<file path="src/rtl/decoder3x8_strobe_pkg.sv">
// decoder3x8_strobe_pkg: shared widths, state encodings and one-hot helper for the strobe decoder.
// The SCAN state exists only when DECODER_SCAN_EN is defined.
package decoder3x8_strobe_pkg;
    localparam int CODE_W = 3;
    localparam int OUT_W  = 8;
    localparam int CNT_W  = 8;
`ifdef DECODER_SCAN_EN
    typedef enum logic [1:0] {ST_IDLE = 2'd0, ST_HOLD = 2'd1, ST_SCAN = 2'd2} state_t;
`else
    typedef enum logic [1:0] {ST_IDLE = 2'd0, ST_HOLD = 2'd1} state_t;
`endif
    function automatic logic [OUT_W-1:0] onehot(input logic [CODE_W-1:0] c);
        return OUT_W'(1) << c;
    endfunction
endpackage

</file>
<file path="src/rtl/decoder3x8_strobe_if.sv">
// decoder3x8_strobe_if: code handshake and strobe outputs; scan_start only with DECODER_SCAN_EN.
interface decoder3x8_strobe_if;
    import decoder3x8_strobe_pkg::*;
    logic              in_valid;
    logic              in_ready;
    logic [CODE_W-1:0] code;
    logic [OUT_W-1:0]  data;
    logic              busy;
    logic              done;
`ifdef DECODER_SCAN_EN
    logic              scan_start;
    modport master (output in_valid, code, scan_start, input in_ready, data, busy, done);
    modport slave  (input in_valid, code, scan_start, output in_ready, data, busy, done);
`else
    modport master (output in_valid, code, input in_ready, data, busy, done);
    modport slave  (input in_valid, code, output in_ready, data, busy, done);
`endif
endinterface

</file>
<file path="src/rtl/decoder3x8_hold_cnt.sv">
// decoder3x8_hold_cnt: 8-bit load/decrement dwell counter with a zero flag.
module decoder3x8_hold_cnt
    import decoder3x8_strobe_pkg::*;
(
    input  logic             clk,
    input  logic             rst_n,
    input  logic             load,
    input  logic             dec,
    input  logic [CNT_W-1:0] load_val,
    output logic             cnt_zero
);
    logic [CNT_W-1:0] cnt;
    assign cnt_zero = (cnt == '0);
    always_ff @(posedge clk or negedge rst_n) begin
        if (!rst_n) cnt <= '0;
        else if (load) cnt <= load_val;
        else if (dec && !cnt_zero) cnt <= cnt - 1'b1;
    end
endmodule

</file>
<file path="src/rtl/decoder3x8_strobe.sv">
// decoder3x8_strobe: clocked 3-to-8 decoder holding each one-hot value for HOLD cycles.
// Define DECODER_SCAN_EN to add the scan_start auto-walk of bit 0..7.
module decoder3x8_strobe
    import decoder3x8_strobe_pkg::*;
#(
    parameter int HOLD = 4
) (
    input logic                 clk,
    input logic                 rst_n,
    decoder3x8_strobe_if.slave  bus
);
    if (HOLD < 1 || HOLD > 255) begin : g_bad_hold
        $error("decoder3x8_strobe: HOLD must be in 1..255");
    end
    localparam logic [CNT_W-1:0] HOLD_M1 = CNT_W'(HOLD - 1);
    state_t state;
    logic   cnt_zero;
    logic   accept;
    logic   finish;
    logic   load;
`ifdef DECODER_SCAN_EN
    logic [CODE_W-1:0] idx;
    logic              scan_go;
    logic              scan_step;
    assign bus.in_ready = (state == ST_IDLE) && !bus.scan_start;
    assign scan_go      = (state == ST_IDLE) && bus.scan_start;
    assign scan_step    = (state == ST_SCAN) && cnt_zero && (idx != 3'd7);
    assign finish       = cnt_zero && ((state == ST_HOLD) || ((state == ST_SCAN) && (idx == 3'd7)));
    assign load         = accept || scan_go || scan_step;
`else
    assign bus.in_ready = (state == ST_IDLE);
    assign finish       = cnt_zero && (state == ST_HOLD);
    assign load         = accept;
`endif
    assign accept   = bus.in_valid && bus.in_ready;
    assign bus.busy = (state != ST_IDLE);
    decoder3x8_hold_cnt u_cnt (
        .clk      (clk),
        .rst_n    (rst_n),
        .load     (load),
        .dec      (state != ST_IDLE),
        .load_val (HOLD_M1),
        .cnt_zero (cnt_zero)
    );
    always_ff @(posedge clk or negedge rst_n) begin
        if (!rst_n) begin
            state    <= ST_IDLE;
            bus.data <= '0;
            bus.done <= 1'b0;
`ifdef DECODER_SCAN_EN
            idx      <= '0;
`endif
        end else begin
            bus.done <= 1'b0;
`ifdef DECODER_SCAN_EN
            if (scan_go) begin
                state    <= ST_SCAN;
                bus.data <= OUT_W'(1);
                idx      <= '0;
            end else if (scan_step) begin
                bus.data <= bus.data << 1;
                idx      <= idx + 1'b1;
            end else
`endif
            if (accept) begin
                state    <= ST_HOLD;
                bus.data <= onehot(bus.code);
            end else if (finish) begin
                state    <= ST_IDLE;
                bus.data <= '0;
                bus.done <= 1'b1;
            end
        end
    end
endmodule

</file>
<file path="src/flat_wrapper.sv">
// flat-port wrapper written by rule: the top's interface ports become plain ports
module decoder3x8_strobe_flat import decoder3x8_strobe_pkg::*;
#(
    parameter int HOLD = 4
)
  (clk, rst_n, bus_in_valid, bus_code, bus_in_ready, bus_data, bus_busy, bus_done);
  decoder3x8_strobe_if bus_i ();
  input logic clk;
  input logic rst_n;
  input wire logic [$bits(bus_i.in_valid)-1:0] bus_in_valid;
  input wire logic [$bits(bus_i.code)-1:0] bus_code;
  output wire logic [$bits(bus_i.in_ready)-1:0] bus_in_ready;
  output wire logic [$bits(bus_i.data)-1:0] bus_data;
  output wire logic [$bits(bus_i.busy)-1:0] bus_busy;
  output wire logic [$bits(bus_i.done)-1:0] bus_done;
  assign bus_i.in_valid = bus_in_valid;
  assign bus_i.code = bus_code;
  assign bus_in_ready = bus_i.in_ready;
  assign bus_data = bus_i.data;
  assign bus_busy = bus_i.busy;
  assign bus_done = bus_i.done;
  decoder3x8_strobe #(.HOLD(HOLD)) u_core (.clk(clk), .rst_n(rst_n), .bus(bus_i));
endmodule
</file>
<file path="config.mk">
export PLATFORM = sky130hd
export DESIGN_NAME = decoder3x8_strobe_flat
export DESIGN_NICKNAME = d
export VERILOG_FILES = /design/src/rtl/decoder3x8_strobe_pkg.sv /design/src/rtl/decoder3x8_strobe_if.sv /design/src/rtl/decoder3x8_hold_cnt.sv /design/src/rtl/decoder3x8_strobe.sv /design/src/flat_wrapper.sv
export SDC_FILE = /design/constraint.sdc
export NUM_CORES = 1
export LEC_CHECK = 0
export CORE_UTILIZATION = 53
export DETAILED_ROUTE_END_ITERATION = 16
export GPL_ROUTABILITY_DRIVEN = 1
export GPL_TIMING_DRIVEN = 0
export HOLD_SLACK_MARGIN = 0.1
export PLACE_DENSITY = 0.81
export SYNTH_ARGS = -nofsm -noshare
export SYNTH_HDL_FRONTEND = slang
export SYNTH_SLANG_ARGS = --single-unit
</file>
<file path="constraint.sdc">
create_clock -name clk -period 2.47 [get_ports clk]
set_input_delay 0.6175 -clock clk [delete_from_list [all_inputs] [get_ports clk]]
set_output_delay 0.6175 -clock clk [all_outputs]
set_load 0.005 [all_outputs]
</file>
==> results.py, run 1 <==
metrics = {
    "outcome": {
        "status": "finished clean",
    },
    "clock_network": {
        "cts.path.max_buffers": 2,
        "cts.clk_slew.worst_paths_ps": 90,
        "numCtsBuffers": 3,
        "clock_latency_ps": 290,
        "hold_buffers": 0,
        "cts_root_buf": "clkbuf_4",
        "post_cts_resized": 0,
        "cts_sinks": 18,
        "cts_htree_levels": 1,
        "cts_setup_buffers": 0,
        "cts_tree": "built",
    },
    "power": {
        "clockPowerShare_pct": 14.6,
        "p_comb_share_pct": 41.8,
        "p_sw_uw": 417.0,
        "p_per_area_nw_per_um2": 1098,
        "internal-power_uw": 776.7,
        "switching_share_pct": 34.93,
        "p_leak_nw": 0.4832,
        "ir_drop_mv": 0.7420,
        "seqPwrFrac_pct": 43.7,
    },
    "detailed_routing": {
        "drt_iter0_drc": 21,
        "drcViolationCount": 0,
        "routed_via_density": 6.114,
        "firstDrtPassIters": 5,
        "route.vias.total": 697,
        "antenna_left": 0,
        "drt-wirelength-per-cell_um": 14.52,
        "wl_mm": 1.655,
    },
    "critical_path": {
        "path_buf_inv": 2,
        "worstSetupStartpointType": "flop",
        "critPathSlowestCell": "clkdlybuf4s50_1",
        "crit_family": "buffers and inverters",
        "critPathRequiredTime_ps": 1850,
        "crit_type": "reg2out",
        "path_cells": "inv_1 -> clkdlybuf4s50_1",
        "critPathCaptureType": "output port",
        "critical_path_arrival_ps": 1430,
        "slowest_delay_ps": 510,
        "worst-path-max-fanout": 10,
    },
    "floorplan": {
        "die_w_um": 42.54,
        "start_util_pct": 57.14,
        "io_pins": 17,
        "fp.dieH_um": 42.54,
        "rows": 14,
        "die_area_sq_um": 1809,
        "core_area_sq_um": 1524,
    },
    "global_route": {
        "track_usage_pct": 22.50,
        "grt_pass1_vias": 685,
        "grt_overflow_total": 0,
        "grt_max_degree": 19,
        "antenna_found_initial": 0,
        "grt_pass1_wl_mm": 3.008,
    },
    "logic_synthesis": {
        "ys_seq_area_share_pct": 51.72,
        "yosys_warnings": 0,
        "postSynthAreaPerCell_sq_um": 11.16,
        "syn-instance-count": 78,
        "ys_ff_latch": 18,
        "syn-num-nets": 86,
        "netlist_area_sq_um": 870.8,
        "ys_types": 28,
    },
    "sta": {
        "drv_slew": 0,
        "hold_viol": 0,
        "setup_viol": 0,
        "period_share_pct": 82.71,
        "grt_setup_unrepaired": "no",
        "relSlewSlack_pct": 49.68,
        "fmax_mhz": 489.5,
        "fin_setup_tns_ps": 0,
        "period_needed_ps": 2043,
        "skew_ps": 5.648,
        "worst_pin_slew_ps": 752.4,
    },
    "finish": {
        "seqCellArea_sq_um": 450.4,
        "area_delta_synth_final_pct": 24.86,
        "diodes": 0,
        "multi_input_area_sq_um": 405.4,
        "nets": 107,
        "drive_above_1_share_pct": 9.184,
        "fill_cells": 118,
        "postLayoutCoreUtil_pct": 71.35,
    },
    "min_path": {
        "hp-class": "reg2reg",
    },
    "placed_design": {
        "hpwl_mm": 1.227,
        "gp_congestion": 0.8101,
        "io_buffers": 16,
    },
    "job": {
        "drv_cap": 0,
    },
}
[layout make-up]
cell class / instances / area share (%)
inverters: 4 / 1.381
clock buffers: 4 / 3.337
multi-input cells: 56 / 37.28
flip-flops and latches: 18 / 41.43
repair buffers: 16 / 14.73
well taps: 16 / 1.841
[power groups by stage]
stage               logic (mW)  clock network [mW]  registers, mW
finish                   0.498               0.174          0.521
CTS                      0.502               0.183          0.519
floorplan                0.324                   0          0.508
global route             0.555               0.194          0.541
global placement         0.486                   0          0.519
detailed placement       0.499                   0          0.526
[worst register-to-register path, cell delays in order, from the launching register on]
cell     delay (ps)
dfrtp_1         400
inv_1           100
ha_1            190
nor2b_1         300
a41oi_1         340
a22o_1          340
[stage by stage]
stage	hold WS, ps	power (mW)	instances	setup slack (ps)	area [sq um]
after detailed placement	481.8	1.025	110	372.5	1051
after global placement	472.6	1.005	110	346.4	1051
after global routing	538.0	1.290	114	347.2	1087
after floorplan	321.9	0.8324	78	949.1	870.8
after CTS	505.4	1.204	114	421.6	1087
final	499.3	1.194	114	426.9	1087
[synthesized netlist by cell type, drive strengths merged]
cell     instances  area share, %
nor3             4            2.9
and2             1           0.72
nor2b            6            4.3
and3             2            1.4
a22o             3            3.0
inv              4            1.7
o211ai           2            1.7
nor3b            1            1.4
a2111oi          1            1.0
nand4            2            1.4
a32o             4            4.6
ha               2            2.9
a41oi            1            1.0
a31oi            1           0.72
or3              2            2.0
nor2             5            2.2
mux2i            2            2.3
dfrtp           18             52
mux2             1            1.3
nand2            4            1.7
o21ai            4            2.3
a31o             1            1.0
o22a             1            1.0
o311a            1            1.1
nand2b           3            2.2
a221o            2            2.3
[cells by family after synthesis]
logic type,after synthesis,share of synthesized area (%)
muxes,3,3.592
adders and majority gates,2,2.873
buffers and inverters,4,1.724
and+or+nand+nor,30,20.26
DFF,18,51.72
AOI/OAI and AO/OA,21,19.83
[sequential cells by signal, summed over array words and instances (netlist names)]
register          flops
u_core.bus.data       8
u_core.bus.done       1
u_core.state          1
u_core.u_cnt.cnt      8
[routing by layer]
| layer | vias to the layer above | global-route usage, % | routed length [um] |
|---|---|---|---|
| met5 | - | 0 | 0 |
| met4 | 0 | 5.625 | 9 |
| met3 | 2 | 7.759 | 71 |
| met2 | 18 | 33.85 | 711 |
| met1 | 338 | 31.34 | 863 |
| li1 | 339 | - | - |
[layout by cell type, fill, tap and decap left out, drive strengths merged, types with 2 or more instances in the layout]
cell,n
dfrtp,18
clkdlybuf4s50,16
nor2b,6
nor2,5
inv,4
a32o,4
nand2,4
o21ai,4
nor3,4
clkbuf,4
nand2b,3
a22o,3
and3,2
a221o,2
nand4,2
o211ai,2
mux2i,2
ha,2
or3,2
[final timing paths]
| path | from | endpoint | slack (ps) | depth (start not counted) |
|---|---|---|---|---|
| hold reg to reg | u_core.bus.data[3]$_DFFE_PN0P_ | u_core.bus.data[3]$_DFFE_PN0P_ | 500 | 1 |
| hold / removal | u_core.bus.data[3]$_DFFE_PN0P_ | u_core.bus.data[3]$_DFFE_PN0P_ | 500 | 1 |
| min in group asynchronous | rst_n | u_core.u_cnt.cnt[3]$_DFFE_PN0P_ | 760 | 1 |
| setup / recovery | u_core.state[0]$_DFFE_PN0P_ | bus_in_ready | 430 | 2 |
| setup reg to reg | u_core.u_cnt.cnt[0]$_DFFE_PN0P_ | u_core.bus.data[0]$_DFFE_PN0P_ | 690 | 5 |
| max in group asynchronous | rst_n | u_core.bus.data[6]$_DFFE_PN0P_ | 1230 | 1 |
Power figures use the tool's default switching activity.
==> inputs of run 2 (changes only) <==
CORE_UTILIZATION = 49   (was 53)
PLACE_DENSITY = 0.76   (was 0.81)
clock period = 1.99 ns   (was 2.47 ns; I/O delays follow)
==> run 2 against run 1 <==
- clock skew fell by 3.4 ps
- sequential share of layout area is 0.53 points higher
- global-route usage decreased by 1.7 points
- combinational power up 26%
- largest cell class unchanged
==> results.py, run 2 (synthesis gave the netlist of run 1 again) <==
metrics = {
    "floorplan": {
        "core_area_sq_um": 1577,
        "die_w_um": 44.16,
        "fp.dieH_um": 44.16,
        "rows": 14,
        "die_area_sq_um": 1950,
        "io_pins": 17,
        "start_util_pct": 55.24,
    },
    "clock_network": {
        "cts.clk_slew.worst_paths_ps": 100,
        "post_cts_resized": 0,
        "cts.path.max_buffers": 2,
        "cts_root_buf": "clkbuf_4",
        "numCtsBuffers": 3,
        "cts_tree": "built",
        "cts_setup_buffers": 0,
        "clock_latency_ps": 280,
        "cts_htree_levels": 1,
        "hold_buffers": 0,
        "cts_sinks": 18,
    },
    "global_route": {
        "antenna_found_initial": 0,
        "grt_max_degree": 19,
        "track_usage_pct": 20.84,
        "grt_overflow_total": 0,
        "grt_pass1_wl_mm": 3.001,
        "grt_pass1_vias": 696,
    },
    "critical_path": {
        "rr_worst_depth": 5,
        "critPathLaunch": "u_core.state[0]$_DFFE_PN0P_",
        "r2r_setup_slack_ps": 180,
        "critical_path_arrival_ps": 1410,
        "r2r-end": "u_core.bus.data[2]$_DFFE_PN0P_",
        "r2r_start": "u_core.u_cnt.cnt[0]$_DFFE_PN0P_",
        "worstSetupStartpointType": "flop",
        "critPathRequiredTime_ps": 1490,
        "worst-path-max-fanout": 10,
        "cp-endpoint": "bus_in_ready",
        "crit_type": "reg2out",
        "critPathCaptureType": "output port",
    },
    "sta": {
        "hold_viol": 0,
        "drv_slew": 0,
        "grt_setup_unrepaired": "no",
        "setup_viol": 0,
        "fin_setup_tns_ps": 0,
        "skew_ps": 2.245,
        "period_needed_ps": 1903,
        "period_share_pct": 95.62,
        "relSlewSlack_pct": 47.93,
        "worst_pin_slew_ps": 778.6,
        "fmax_mhz": 525.5,
    },
    "power": {
        "ir_drop_mv": 0.8555,
        "p_per_area_nw_per_um2": 1349,
        "report.power.total_mw": 1.449,
        "p_leak_nw": 0.4760,
    },
    "finish": {
        "instances_no_fill": 113,
        "drive_above_1_share_pct": 8.247,
        "postLayoutCoreUtil_pct": 68.10,
        "largestRegisters": "u_core.bus.data: 8 flops, u_core.u_cnt.cnt: 8 flops",
        "nets": 107,
        "final_common_cell": "dfrtp_1",
        "final_cell_mix": "18 x dfrtp_1, 16 x clkdlybuf4s50_1, 6 x nor2b_1",
        "diodes": 0,
        "area_delta_synth_final_pct": 23.28,
    },
    "placed_design": {
        "gp_congestion": 0.7874,
        "place_inst": 110,
        "io_buffers": 16,
        "hpwl_mm": 1.281,
    },
    "detailed_routing": {
        "route.vias.total": 696,
        "drcViolationCount": 0,
        "wl_mm": 1.737,
        "drt_iter0_drc": 15,
        "firstDrtPassIters": 4,
        "drt-wirelength-per-cell_um": 15.37,
        "routed_via_density": 6.159,
        "antenna_left": 0,
    },
    "outcome": {
        "status": "finished clean",
    },
    "min_path": {
        "min_path_cells": 1,
        "hp-class": "reg2reg",
    },
    "job": {
        "drv_cap": 0,
    },
}
## run 2: stage by stage
| step | hold WS, ps | instance area (sq um) | worst slack (ps) |
|---|---|---|---|
| floorplan | 201.9 | 870.8 | 469.1 |
| global placement | 476.6 | 1051 | -10.45 |
| detailed placement | 483.1 | 1051 | -12.84 |
| CTS | 506.8 | 1074 | 77.55 |
| global route | 526.1 | 1074 | 4.736 |
| finish | 502.1 | 1074 | 87.19 |
## run 2: power breakdown
| part | leakage (nW) | total, mW | internal [mW] | switching (mW) |
|---|---|---|---|---|
| combinational | 0.233 | 0.626 | 0.348 | 0.278 |
| sequential | 0.229 | 0.643 | 0.506 | 0.137 |
| clock | 0.0138 | 0.180 | 0.0702 | 0.110 |
| total | 0.476 | 1.45 | 0.924 | 0.525 |
## run 2: worst min-delay path by stage
stage | to | slack (ps) | start
final | u_core.bus.data[5]$_DFFE_PN0P_ | 500 | u_core.bus.data[5]$_DFFE_PN0P_
after global routing | u_core.bus.data[5]$_DFFE_PN0P_ | 530 | u_core.bus.data[5]$_DFFE_PN0P_
after CTS | u_core.bus.data[5]$_DFFE_PN0P_ | 510 | u_core.bus.data[5]$_DFFE_PN0P_
after detailed placement | u_core.bus.data[5]$_DFFE_PN0P_ | 480 | u_core.bus.data[5]$_DFFE_PN0P_
after global placement | u_core.bus.data[5]$_DFFE_PN0P_ | 480 | u_core.bus.data[5]$_DFFE_PN0P_
after floorplan | u_core.bus.data[0]$_DFFE_PN0P_ | 200 | rst_n
## run 2: routing by layer
layer,part of all wire (%),global-route usage (%)
met1,52,28.99
met2,45,32.06
met3,2.4,5.306
met4,0.75,6.667
met5,0,0
## run 2: cell type report
cell class | count | area (sq um)
fillers | 118 | 503.0
well taps | 16 | 20.02
flip-flops and latches | 18 | 450.4
clock buffers | 3 | 22.52
inverters | 4 | 15.01
multi-input cells | 56 | 405.4
repair buffers | 16 | 160.2
## run 2: critical path, cell delays in order (launching register included)
cell             delay [ps]
dfrtp_1                 470
inv_1                   140
clkdlybuf4s50_1         510
==> inputs of run 3 (changes only) <==
CORE_UTILIZATION = 40   (was 49)
PLACE_DENSITY = default   (was 0.76)
==> run 3 against run 2 <==
- cell count up 11%
- core utilization down 13 points
- clock-buffer cell count up 1
- critical path type unchanged
- largest power group unchanged
==> results.py, run 3 (synthesis gave the netlist of run 1 again) <==
metrics = {
    "outcome": {
        "status": "finished clean",
    },
    "placed_design": {
        "gp_congestion": 0.8590,
        "io_buffers": 16,
        "hpwl_mm": 1.344,
    },
    "floorplan": {
        "io_pins": 17,
        "fp.dieH_um": 48.66,
        "rows": 16,
        "die_w_um": 48.66,
        "core_area_sq_um": 2002,
        "start_util_pct": 43.50,
        "die_area_sq_um": 2368,
    },
    "sta": {
        "grt_setup_unrepaired": "no",
        "setup_viol": 0,
        "hold_viol": 0,
        "fmax_mhz": 523.5,
        "worst_pin_slew_ps": 812.6,
        "period_needed_ps": 1910,
        "fin_setup_tns_ps": 0,
        "relSlewSlack_pct": 45.65,
        "period_share_pct": 95.98,
        "skew_ps": 6.422,
        "drv_slew": 0,
        "hold_slack_ps": 504.4,
    },
    "detailed_routing": {
        "drt_iter0_drc": 19,
        "routed_via_density": 5.632,
        "drt-wirelength-per-cell_um": 15.40,
        "drcViolationCount": 0,
        "wl_met3_um": 74,
        "firstDrtPassIters": 4,
        "route.met2.wl_um": 885,
        "route.vias.total": 704,
        "wl_mm": 1.925,
        "met1Wirelength_um": 935,
        "antenna_left": 0,
        "top_layer_used": "met4",
    },
    "power": {
        "ir_drop_mv": 0.7219,
        "p_per_area_nw_per_um2": 1362,
        "p_leak_nw": 0.4832,
    },
    "clock_network": {
        "cts_root_buf": "clkbuf_4",
        "cts.path.max_buffers": 2,
        "cts_htree_levels": 1,
        "cts.clk_slew.worst_paths_ps": 100,
        "post_cts_resized": 0,
        "numCtsBuffers": 3,
        "cts_setup_buffers": 0,
        "cts_sinks": 18,
        "clock_latency_ps": 290,
        "cts_tree": "built",
        "hold_buffers": 0,
    },
    "global_route": {
        "grt_overflow_total": 0,
        "antenna_found_initial": 0,
        "grt_pass1_wl_mm": 3.436,
        "track_usage_pct": 19.34,
        "grt_pass1_vias": 709,
        "grt_max_degree": 19,
    },
    "min_path": {
        "hp-class": "reg2reg",
    },
    "job": {
        "drv_cap": 0,
    },
    "critical_path": {
        "critPathCaptureType": "output port",
        "critPathRequiredTime_ps": 1490,
        "critical_path_arrival_ps": 1410,
        "crit_type": "reg2out",
        "worstSetupStartpointType": "flop",
        "worst-path-max-fanout": 10,
    },
    "finish": {
        "postLayoutCoreUtil_pct": 55.44,
        "drive_above_1_share_pct": 11.22,
        "final_common_cell": "dfrtp_1",
        "area_delta_synth_final_pct": 27.44,
        "nets": 107,
        "fill_cells": 182,
        "final_cell_mix": "17 x dfrtp_1, 16 x clkdlybuf4s50_1, 6 x nor2b_1",
        "diodes": 0,
        "largestRegisters": "u_core.bus.data: 8 flops, u_core.u_cnt.cnt: 8 flops",
    },
}
## run 3: worst paths after layout
path | depth (start not counted) | end | from | slack, ps
max | 2 | bus_in_ready | u_core.state[0]$_DFFE_PN0P_ | 80
min | 1 | u_core.bus.data[4]$_DFFE_PN0P_ | u_core.bus.data[4]$_DFFE_PN0P_ | 500
max reg2reg | 5 | u_core.bus.data[2]$_DFFE_PN0P_ | u_core.u_cnt.cnt[0]$_DFFE_PN0P_ | 240
min reg2reg | 1 | u_core.bus.data[4]$_DFFE_PN0P_ | u_core.bus.data[4]$_DFFE_PN0P_ | 500
max in group asynchronous | 1 | u_core.state[0]$_DFFE_PN0P_ | rst_n | 770
min in group asynchronous | 1 | u_core.u_cnt.cnt[6]$_DFFE_PN0P_ | rst_n | 670
## run 3: critical path, stage by stage (launching register included)
cell and delay, ps:
dfrtp_2 480, inv_1 130, clkdlybuf4s50_1 510
## run 3: routing by layer
layer | vias up | global-route usage, %
met3 | 4 | 3.774
met5 | - | 0
li1 | 339 | -
met4 | 0 | 12.75
met2 | 20 | 27.31
met1 | 341 | 26.77
## run 3: cell type report
type / instances / area [sq um] / share of cell area [%]
clock buffers: 4 / 36.28 / 3.269
inverters: 4 / 15.01 / 1.353
multi-input cells: 56 / 412.9 / 37.20
flip-flops and latches: 18 / 451.7 / 40.70
well taps: 27 / 33.78 / 3.044
repair buffers: 16 / 160.2 / 14.43
## run 3: report_power, final
group | internal, mW | switching (mW)
clock network | 0.111 | 0.112
logic | 0.349 | 0.286
registers | 0.507 | 0.146
## run 3: per-stage QoR
stage / setup slack, ps / instances / instance area (sq um) / power, mW
2_1_floorplan: 469.1 / 78 / 870.8 / 1.033
3_3_place_gp: -9.814 / 121 / 1065 / 1.259
3_5_place_dp: -1.520 / 121 / 1065 / 1.281
4_1_cts: 37.65 / 125 / 1101 / 1.511
5_1_grt: 6.061 / 125 / 1110 / 1.635
6_report: 79.91 / 125 / 1110 / 1.512
